## src/rtl/alu_pkg.sv

```systemverilog
// Shared types and command decode helpers for the ALU result collector.
package alu_pkg;

  localparam int unsigned ALU_WIDTH  = 8;
  localparam int unsigned ALU_CWIDTH = 4;
  localparam int unsigned RES_W      = ALU_WIDTH + 2;

  // Multiply commands (arithmetic mode) take three cycles to produce a result.
  localparam logic [ALU_CWIDTH-1:0] CmdMulA = ALU_CWIDTH'(9);
  localparam logic [ALU_CWIDTH-1:0] CmdMulB = ALU_CWIDTH'(10);

  // Bit n set means command n needs both operands.
  localparam logic [2**ALU_CWIDTH-1:0] TwoOpArith = 16'h070F;  // 0-3, 8-10
  localparam logic [2**ALU_CWIDTH-1:0] TwoOpLogic = 16'h303F;  // 0-5, 12, 13

  typedef struct packed {
    logic [RES_W-1:0]      res;
    logic [5:0]            flags;    // {COUT, OFLOW, E, G, L, ERR}
    logic [ALU_CWIDTH-1:0] cmd;
    logic                  mode;
    logic                  timeout;
  } alu_rec_t;

  typedef struct packed {
    logic                  valid;
    logic [ALU_CWIDTH-1:0] cmd;
    logic                  mode;
    logic                  timeout;
  } slot_t;

  function automatic logic is_two_op(input logic mode, input logic [ALU_CWIDTH-1:0] cmd);
    logic [2**ALU_CWIDTH-1:0] mask;
    mask = mode ? TwoOpArith : TwoOpLogic;
    return mask[cmd];
  endfunction

  // Cycles from issue to the cycle the result is valid on RES.
  function automatic logic [1:0] op_latency(input logic mode, input logic [ALU_CWIDTH-1:0] cmd);
    if (mode && (cmd == CmdMulA || cmd == CmdMulB)) return 2'd3;
    return 2'd1;
  endfunction

endpackage

```

## src/rtl/alu_rec_fifo.sv

```systemverilog
// Synchronous FIFO of tagged ALU result records; no read bypass.
module alu_rec_fifo import alu_pkg::*; #(
  parameter int unsigned DEPTH = 8
) (
  input  logic                   clk_i,
  input  logic                   rst_i,
  input  logic                   push_i,
  input  alu_rec_t               wdata_i,
  input  logic                   pop_i,
  output alu_rec_t               rdata_o,
  output logic                   full_o,
  output logic                   empty_o,
  output logic [$clog2(DEPTH):0] fill_o
);

  localparam int unsigned AW = $clog2(DEPTH);
  localparam int unsigned FW = AW + 1;
  localparam logic [FW-1:0] DepthVal = FW'(DEPTH);

  alu_rec_t      mem_q [DEPTH];
  logic [AW-1:0] wptr_q, wptr_d, rptr_q, rptr_d;
  logic [FW-1:0] fill_q, fill_d;
  logic          wr_en, rd_en;

  assign full_o  = (fill_q == DepthVal);
  assign empty_o = (fill_q == '0);
  assign rd_en   = pop_i && !empty_o;
  // A full FIFO still accepts a write when the head leaves in the same cycle.
  assign wr_en   = push_i && (!full_o || rd_en);

  // Next-state for pointers and occupancy.
  always_comb begin
    wptr_d = wptr_q;
    rptr_d = rptr_q;
    fill_d = fill_q;
    if (wr_en) wptr_d = wptr_q + AW'(1);
    if (rd_en) rptr_d = rptr_q + AW'(1);
    case ({wr_en, rd_en})
      2'b10:   fill_d = fill_q + FW'(1);
      2'b01:   fill_d = fill_q - FW'(1);
      default: fill_d = fill_q;
    endcase
  end

  // Pointer and occupancy registers.
  always_ff @(posedge clk_i) begin
    if (rst_i) begin
      wptr_q <= '0;
      rptr_q <= '0;
      fill_q <= '0;
    end else begin
      wptr_q <= wptr_d;
      rptr_q <= rptr_d;
      fill_q <= fill_d;
    end
  end

  // Storage array; contents are masked at the output while empty.
  always_ff @(posedge clk_i) begin
    if (wr_en) mem_q[wptr_q] <= wdata_i;
  end

  assign rdata_o = empty_o ? '0 : mem_q[rptr_q];
  assign fill_o  = fill_q;

endmodule

```

## src/rtl/alu_result_collector.sv

```systemverilog
// Tracks ALU issues, captures results at their latency, and queues tagged records.
module alu_result_collector import alu_pkg::*; #(
  parameter int unsigned WIDTH   = ALU_WIDTH,
  parameter int unsigned CWIDTH  = ALU_CWIDTH,
  parameter int unsigned DEPTH   = 8,
  parameter int unsigned TIMEOUT = 16
) (
  input  logic                   CLK,
  input  logic                   RST,
  input  logic                   CE,
  input  logic                   MODE,
  input  logic [CWIDTH-1:0]      CMD,
  input  logic [1:0]             INP_VALID,
  input  logic [WIDTH+1:0]       RES,
  input  logic                   COUT,
  input  logic                   OFLOW,
  input  logic                   E,
  input  logic                   G,
  input  logic                   L,
  input  logic                   ERR,
  output logic                   out_valid,
  input  logic                   out_ready,
  output logic [WIDTH+1:0]       out_res,
  output logic [5:0]             out_flags,
  output logic [CWIDTH-1:0]      out_cmd,
  output logic                   out_mode,
  output logic                   out_timeout,
  output logic [$clog2(DEPTH):0] fill,
  output logic [7:0]             drop_cnt,
  output logic                   overflow
);

  localparam int unsigned NumSlots = 3;
  localparam int unsigned TW       = $clog2(TIMEOUT + 1);
  localparam logic [TW-1:0] TimeoutVal = TW'(TIMEOUT);

  typedef enum logic [0:0] {StIdle, StWait} state_e;

  state_e          state_q, state_d;
  logic [TW-1:0]   wait_cnt_q, wait_cnt_d;
  logic [CWIDTH-1:0] lcmd_q, lcmd_d;
  logic            lmode_q, lmode_d;
  slot_t           slot_q [NumSlots];
  slot_t           slot_d [NumSlots];
  logic [7:0]      drop_cnt_q, drop_cnt_d;
  logic            overflow_q, overflow_d;

  logic            sched;
  logic [1:0]      sched_lat;
  logic [CWIDTH-1:0] sched_cmd;
  logic            sched_mode, sched_to;
  logic            coll_drop, fifo_drop;
  logic            push, pop, fifo_full, fifo_empty;
  alu_rec_t        push_rec, head_rec;
  logic [8:0]      drop_sum;

  // Issue / wait FSM: decides whether and with what tag a capture is scheduled.
  always_comb begin
    state_d    = state_q;
    wait_cnt_d = wait_cnt_q;
    lcmd_d     = lcmd_q;
    lmode_d    = lmode_q;
    sched      = 1'b0;
    sched_lat  = 2'd1;
    sched_cmd  = CMD;
    sched_mode = MODE;
    sched_to   = 1'b0;
    case (state_q)
      StIdle: begin
        if (CE && INP_VALID != 2'b00) begin
          if (INP_VALID == 2'b11 || !is_two_op(MODE, CMD)) begin
            sched     = 1'b1;
            sched_lat = op_latency(MODE, CMD);
          end else begin
            state_d    = StWait;
            wait_cnt_d = '0;
            lcmd_d     = CMD;
            lmode_d    = MODE;
          end
        end
      end
      StWait: begin
        sched_cmd  = lcmd_q;
        sched_mode = lmode_q;
        if (CE) begin
          if (INP_VALID == 2'b11) begin
            sched     = 1'b1;
            sched_lat = op_latency(lmode_q, lcmd_q);
            state_d   = StIdle;
          end else begin
            wait_cnt_d = wait_cnt_q + TW'(1);
            // The ALU flags ERR itself; we only record that the wait expired.
            if (wait_cnt_d == TimeoutVal) begin
              sched    = 1'b1;
              sched_to = 1'b1;
              state_d  = StIdle;
            end
          end
        end
      end
      default: state_d = StIdle;
    endcase
  end

  // Delay line: shift toward slot 0 and insert the new capture unless its slot is taken.
  always_comb begin
    for (int i = 0; i < NumSlots; i++) begin
      slot_d[i] = (i < NumSlots - 1) ? slot_q[i+1] : '0;
    end
    coll_drop = 1'b0;
    if (sched) begin
      if (slot_d[sched_lat - 2'd1].valid) begin
        coll_drop = 1'b1;
      end else begin
        slot_d[sched_lat - 2'd1] = '{valid: 1'b1, cmd: sched_cmd, mode: sched_mode,
                                    timeout: sched_to};
      end
    end
  end

  assign push     = slot_q[0].valid;
  assign push_rec = '{res: RES, flags: {COUT, OFLOW, E, G, L, ERR}, cmd: slot_q[0].cmd,
                      mode: slot_q[0].mode, timeout: slot_q[0].timeout};
  assign pop       = out_valid && out_ready;
  assign fifo_drop = push && fifo_full && !pop;

  // Drop accounting; a collision and a full-FIFO drop can land in the same cycle.
  always_comb begin
    drop_sum   = {1'b0, drop_cnt_q} + 9'(coll_drop) + 9'(fifo_drop);
    drop_cnt_d = drop_sum[8] ? 8'hFF : drop_sum[7:0];
    overflow_d = overflow_q | coll_drop | fifo_drop;
  end

  // State registers.
  always_ff @(posedge CLK) begin
    if (RST) begin
      state_q    <= StIdle;
      wait_cnt_q <= '0;
      lcmd_q     <= '0;
      lmode_q    <= 1'b0;
      for (int i = 0; i < NumSlots; i++) slot_q[i] <= '0;
      drop_cnt_q <= '0;
      overflow_q <= 1'b0;
    end else begin
      state_q    <= state_d;
      wait_cnt_q <= wait_cnt_d;
      lcmd_q     <= lcmd_d;
      lmode_q    <= lmode_d;
      for (int i = 0; i < NumSlots; i++) slot_q[i] <= slot_d[i];
      drop_cnt_q <= drop_cnt_d;
      overflow_q <= overflow_d;
    end
  end

  alu_rec_fifo #(
    .DEPTH (DEPTH)
  ) u_fifo (
    .clk_i   (CLK),
    .rst_i   (RST),
    .push_i  (push),
    .wdata_i (push_rec),
    .pop_i   (pop),
    .rdata_o (head_rec),
    .full_o  (fifo_full),
    .empty_o (fifo_empty),
    .fill_o  (fill)
  );

  assign out_valid   = !fifo_empty;
  assign out_res     = head_rec.res;
  assign out_flags   = head_rec.flags;
  assign out_cmd     = head_rec.cmd;
  assign out_mode    = head_rec.mode;
  assign out_timeout = head_rec.timeout;
  assign drop_cnt    = drop_cnt_q;
  assign overflow    = overflow_q;

endmodule

```

## config.mk

```make
export PLATFORM = sky130hd
export DESIGN_NAME = alu_result_collector
export DESIGN_NICKNAME = d
export VERILOG_FILES = /design/src/rtl/alu_pkg.sv /design/src/rtl/alu_rec_fifo.sv /design/src/rtl/alu_result_collector.sv
export SDC_FILE = /design/constraint.sdc
export NUM_CORES = 1
export LEC_CHECK = 0
export BUFFER_PORTS_ARGS = -buffer_cell sky130_fd_sc_hd__buf_4
export CORE_MARGIN = 2
export CORE_UTILIZATION = 57
export CTS_BUF_LIST = sky130_fd_sc_hd__clkbuf_2
export DETAILED_ROUTE_END_ITERATION = 8
export GPL_TIMING_DRIVEN = 0
export PLACE_DENSITY = 0.76
export SLEW_MARGIN = 20
export SYNTH_ARGS = -nofsm -noshare
export SYNTH_HDL_FRONTEND = slang
export SYNTH_SLANG_ARGS = --single-unit
```

## constraint.sdc

```tcl
create_clock -name CLK -period 5.3 [get_ports CLK]
set_clock_uncertainty 0.15 [all_clocks]
set_input_delay 0.53 -clock CLK [delete_from_list [all_inputs] [get_ports CLK]]
set_output_delay 0.53 -clock CLK [all_outputs]
set_load 0.02 [all_outputs]
```

After elaboration in Yosys (flattened, before gate mapping)
Memories as Yosys holds them, arrays and structs flattened. A register that Yosys moved wholly into a read port is not among the register bits.
Index checks and enable logic that the tools add are counted.
{"block": "totals", "output_inout_bits": 36, "mem_bits_rw": 197, "input_bits": 27, "ff_bits": 30, "n_memories": 2, "word_cells": 130}
{"memory": "u_fifo.mem_q", "depth": 8, "width": 22, "read_ports": 1, "rd_clocked_by_memory_dff": 1, "write_ports": 1, "line_no": "alu_rec_fifo.sv:20", "source": "alu_rec_t mem_q [DEPTH];"}
{"memory": "slot_q", "depth": 3, "width": 7, "read_ports": 3, "rd_clocked_by_memory_dff": 0, "write_ports": 3, "line_no": "alu_result_collector.sv:43", "source": "slot_t slot_q [NumSlots];"}
{"block": "op_classes", "n_mux": 65, "n_reduce_logical": 22, "eq_ne": 13, "n_lt_le_gt_ge": 3, "bitwise_logic": 8, "add_sub_neg": 8}
{"operator": "$mux 21", "n": 2}
{"operator": "$mux 7", "n": 6}
{"operator": "$mux 1", "n": 30}
{"operator": "$mux 22", "n": 1}
{"operator": "$bwmux 21", "n": 1}
{"operator": "$eq 4x4->1 const B", "n": 5}
{"operator": "$mux 5", "n": 4}
{"operator": "$mux 2", "n": 8}
{"operator": "$bmux 7 s2", "n": 1}
{"operator": "$demux 7 s2", "n": 1}
{"operator": "$mux 14", "n": 1}
{"operator": "$pmux 5 s2", "n": 1}
{"operator": "$add 8x1->9", "n": 1}
{"operator": "$add 9x1->9", "n": 1}
{"operator": "$logic_and 1x1->1", "n": 9}
{"operator": "$mux 8", "n": 1}
{"operator": "$ne 2x2->1 const B", "n": 4}
{"operator": "$pmux 4 s2", "n": 1}
{"operator": "$add 3x1->3 const B", "n": 2}
{"operator": "$mux 3", "n": 2}
{"operator": "$add 5x1->5 const B", "n": 1}
{"operator": "$eq 5x5->1 const B", "n": 1}
{"operator": "$lt 4x5->1 const B", "n": 1}
{"operator": "$or 1x1->1", "n": 5}
{"operator": "19 further kinds", "n": 29}

Logic depth before layout (Yosys ltp)
{"block": "logic_depth", "ltp_word": 22, "mapped_depth": 11, "depth_no_buf": 10}

Hierarchy
From an unflattened synthesis, not the netlist that was laid out.
{"block": "hier_totals", "cells_unflattened": 546, "area_unflattened_um2": 9165.0}
{"module": "alu_rec_fifo", "area_per_inst_um2": 7403.4, "cells_per_inst": 361, "n_inst": 1}
{"module": "alu_result_collector", "area_per_inst_um2": 1761.7, "cells_per_inst": 185, "n_inst": 1}

Worst setup path before layout
OpenSTA, ideal clock, no wires.
{"block": "synth_path", "kind": "register to register", "startpoint": "register u_fifo.fill_q[0], in the netlist u_fifo.fill_o[0]", "endpoint": "memory u_fifo.mem_q[0][0] (netlist bit), enable pin", "period_less_slack_ps": 3250, "setup_ps": 429, "arrival_time_ps": 2671, "setup_slack_ps": 2050, "path_buffers": 0, "t_required_ps": 4721, "path_stages_with_launch": 5, "path_cell_list": "dfxtp_1 nor3_1 a31oi_1 nand2b_1 nor3_1"}
{"block": "synth_via", "elab_chain_len": 8, "elab_cells_between_ends": 10, "cone_classes": "1 x eq/ne; 2 x mux; 7 x reduce/logical"}
{"item": "from (decl)", "line_no": "alu_rec_fifo.sv:22", "source": "logic [FW-1:0] fill_q, fill_d;"}
{"item": "from (signal assigned)", "line_no": "alu_rec_fifo.sv:54", "source": "fill_q <= fill_d;"}
{"item": "$logic_not 4->1", "line_no": "alu_rec_fifo.sv:26", "source": "assign empty_o = (fill_q == '0);"}
{"item": "$logic_not 1->1", "line_no": "alu_rec_fifo.sv:27, alu_result_collector.sv:169"}
{"item": "$logic_and 1x1->1", "line_no": "alu_result_collector.sv:124", "source": "assign pop = out_valid && out_ready;"}
{"item": "$logic_and 1x1->1", "line_no": "alu_rec_fifo.sv:27", "source": "assign rd_en = pop_i && !empty_o;"}
{"item": "$logic_or 1x1->1 (*)", "line_no": "alu_rec_fifo.sv:29", "source": "assign wr_en = push_i && (!full_o || rd_en);"}
{"item": "$logic_and 1x1->1 (*)", "line_no": "alu_rec_fifo.sv:29"}
{"item": "$mux 1 (*)", "line_no": "alu_rec_fifo.sv:60", "source": "if (wr_en) mem_q[wptr_q] <= wdata_i;"}
{"item": "$mux 1 (implied by the code) (*)", "line_no": "alu_rec_fifo.sv:60"}
{"item": "to (decl)", "line_no": "alu_rec_fifo.sv:20"}
Every way passes the cells marked *; elsewhere a longest branch is shown, timed or not.

==> impl_metrics.csv <==
group,metric,value,unit
outcome,status,"complete, no violations",
clock_network,postCtsSetupRepairBufs,0,
synthesis,synth_top_area_share,58.77,%
clock_network,cts.clk_slew.worst_paths,0.10,ns
timing,holdWs,0.09152,ns
critical_path,worst_setup_path_start_kind,"register",
synthesis,netlist_area,8992,µm²
detailed_routing,num_vias,5155,
pwr,p_leak,0.003678,µW
die,die_area,16800,µm²
placed_design,post_dp_cell_area,9941,µm²
clock_network,numCtsBuffers,55,
timing,post-route-period-util,68.81,%
global_routing,grt-ovfl-total,0,
critical_path,path_max_fanout,10,
die,die_x,129.6,µm
critical_path,required,4.62,ns
detailed_routing,drc,0,
synthesis,syn-instance-count,533,
timing,tightest_slew,0.9248,ns
timing,maxSlewHeadroom,38.35,%
die,core_area,15310,µm²
placed_design,place_inst,814,
detailed_routing,wl_per_cell,18.53,µm
synthesis,ys_seq_area_share,70.79,%
synthesis,ys_types,47,
detailed_routing,via_per_inst,5.472,
timing,layout_min_cycle_time,3.647,ns
synthesis,yosys.area.top_type,"edfxtp_1",
synthesis,yosys_register_bits,230,
global_routing,antenna_found_initial,1,
critical_path,cp_slowest_stage_delay,0.68,ns
timing,fmax,274.2,MHz
clock_network,cts-root-buf,"clkbuf_2",
critical_path,crit_path_end_kind,"output pin",
clock_network,clock_latency,0.79,ns
pwr,ir_worst_vdd,168.1,µV
detailed_routing,drt_iter0_drc,361,
die,num_rows,45,
cells_and_area,layout-drive-gt1-share,31.23,%
cells_and_area,fillers,1059,
clock_network,tritoncts,"done",
synthesis,synth_warnings,0,
clock_network,cts_hold_buf,24,
synthesis,synth.avg_cell_area,16.87,µm²
timing,final_hold_viol_count,0,
die,io-pin-count,63,
clock_network,cts.repair.resized,0,
cells_and_area,area_growth,18.97,%
critical_path,path_class,"register to output pin",
clock_network,clockBufferDepth,3,
synthesis,ys.flop_type,"edfxtp_1",
synthesis,synth.area.top_cells,"edfxtp_1, dfxtp_1, mux4_2",
global_routing,grt_max_degree,19,
min_path,hp-class,"input port to register",
critical_path,path_cells,"clkbuf_1 > clkbuf_1 > mux4_2 > mux2i_1 > nor2_1 > buf_4",
detailed_routing,antenna_left,0,
critical_path,crit_family,"buffers and inverters",
timing,setup_viol,0,
detailed_routing,dr.pass1.iters,5,
flow_run,max_cap_viol_count,0,
timing,tns,0,ns
clock_network,clock_sinks,230,
pwr,powerDensity,387.4,nW/µm²
cells_and_area,nets,719,
critical_path,cp_num_buf_inv,3,
critical_path,arrival,2.97,ns
global_routing,grt_pass1_vias,5304,
clock_network,htree_levels,2,
die,start_util,58.72,%
timing,rsz0062_at_grt,"false",
global_routing,grt_pass1_wl,27310,µm
placed_design,io_buffers,59,
timing,maxSlewViolCount,0,
placed_design,place_congestion,0.8407,
cells_and_area,instances_no_fill,942,
die,die_height,129.6,µm
synthesis,async_reset_ff_share,0,%
critical_path,cp_common_cell,"clkbuf_1",
cells_and_area,stdcell_area,10700,µm²
detailed_routing,wl,17460,µm
global_routing,grt_usage,21.81,%
critical_path,slowest_stage,"clkbuf_1",
placed_design,post-dp-hpwl,11240,µm
synthesis,synth_edf_count,176,
-- metrics by stage --
| stage | utilization, % | setup slack (ns) | power [µW] |
|---|---|---|---|
| CTS | 69.84 | 1.583 | 4203 |
| global route | 69.85 | 1.434 | 4361 |
| detailed placement | 64.91 | 1.841 | 3068 |
| global placement | 63.36 | 0.5568 | 3042 |
| floorplan | - | 2.050 | 2712 |
| finish | 69.85 | 1.653 | 4144 |
-- metal layers --
layer	GRT usage (%)	share of wire [%]
met5	0	0
met4	7.400	1.6
met1	27.44	41
met3	5.698	6.4
met2	37.14	51
-- worst register-to-register path, stage by stage (launching register included) --
cell and delay (ns):
dfxtp_1 0.35, and2_1 0.19, o22ai_1 0.32, and4_1 0.36, o2111ai_1 0.21, fa_1 0.46, nor2b_1 0.24, and3_1 0.26
and3_1 0.28, nand3_1 0.24, a21oi_1 0.19
-- final timing paths --
kind	slack (ns)	start	to	depth (start not counted)
max	1.65	register	out_cmd[3]	6
min	0.09	INP_VALID[1]	state_q	4
max reg2reg	1.98	wait_cnt_q[0]	drop_cnt[0]	10
min reg2reg	0.29	slot_q[0][16]	slot_q[0][9]	1
-- synthesized netlist by cell type (2+ instances only) --
cell	n
mux2_2	5
nor2b_1	13
nor3_1	7
o21ai_1	2
nand3_1	5
fa_1	2
buf_1	3
nand4_1	4
nor2_1	58
o21ai_0	4
xor2_1	5
and2_1	2
a31oi_1	2
mux4_2	44
a21oi_1	26
ha_1	6
nand2_1	11
nand2b_1	5
edfxtp_1	176
clkbuf_1	13
and3_1	2
inv_1	11
or2_2	2
buf_2	8
dfxtp_1	54
nor2_2	2
or3_1	2
mux2i_1	33
xnor2_1	7
nor4_1	2
-- report_power, final --
part	internal, µW	switching (µW)
registers	1970	29.0
clock network	459	658
logic	464	564
-- final cells by class --
cell class | instances | area (µm²) | share of cell area, %
antenna | 1 | 2.502 | 0.02339
buffer | 24 | 100.1 | 0.9357
clock buffer | 81 | 405.4 | 3.789
clock inverter | 22 | 108.9 | 1.018
inverter | 12 | 45.04 | 0.4211
multi-input combinational | 268 | 2540 | 23.74
sequential | 230 | 6366 | 59.51
tap | 211 | 264.0 | 2.468
timing repair buffer | 93 | 865.8 | 8.094
-- state kept, by name (all words and copies together), names as in the netlist, named ones only --
register and cells:
slot_q 21, state_q 1, u_fifo.rptr_q 3, wait_cnt_q 5, overflow 1, u_fifo.mem_q 176, u_fifo.wptr_q 3, drop_cnt 8
lcmd_q 4, lmode_q 1, u_fifo.fill_o 4
-- logic make-up after synthesis --
logic type | Yosys count | share of synthesized area, %
AO/OA/AOI/OAI | 44 | 3.339
XOR/XNOR | 12 | 1.169
adder cells (fa/ha/maj) | 8 | 1.280
buffers and inverters | 36 | 1.614
flip-flops | 230 | 70.79
multiplexers | 82 | 15.32
other | 1 | 0.04170
AND/OR/NAND/NOR | 120 | 6.442
-- placed cells by master (no fill, tap or decap), drive strengths merged, types with 3 or more instances in the layout --
cell,count
nor2b,13
dlygate4sd3,24
o21ai,6
mux2,5
nand3,5
xor2,5
nand2,11
clkbuf,94
inv,13
clkinv,20
buf,80
nand4,4
mux2i,33
a21oi,26
xnor2,7
ha,6
nand2b,6
nor2,60
nor3,7
nor4,3
mux4,44
dfxtp,54
edfxtp,176
Note: power is estimated with default switching activity, not from simulation.
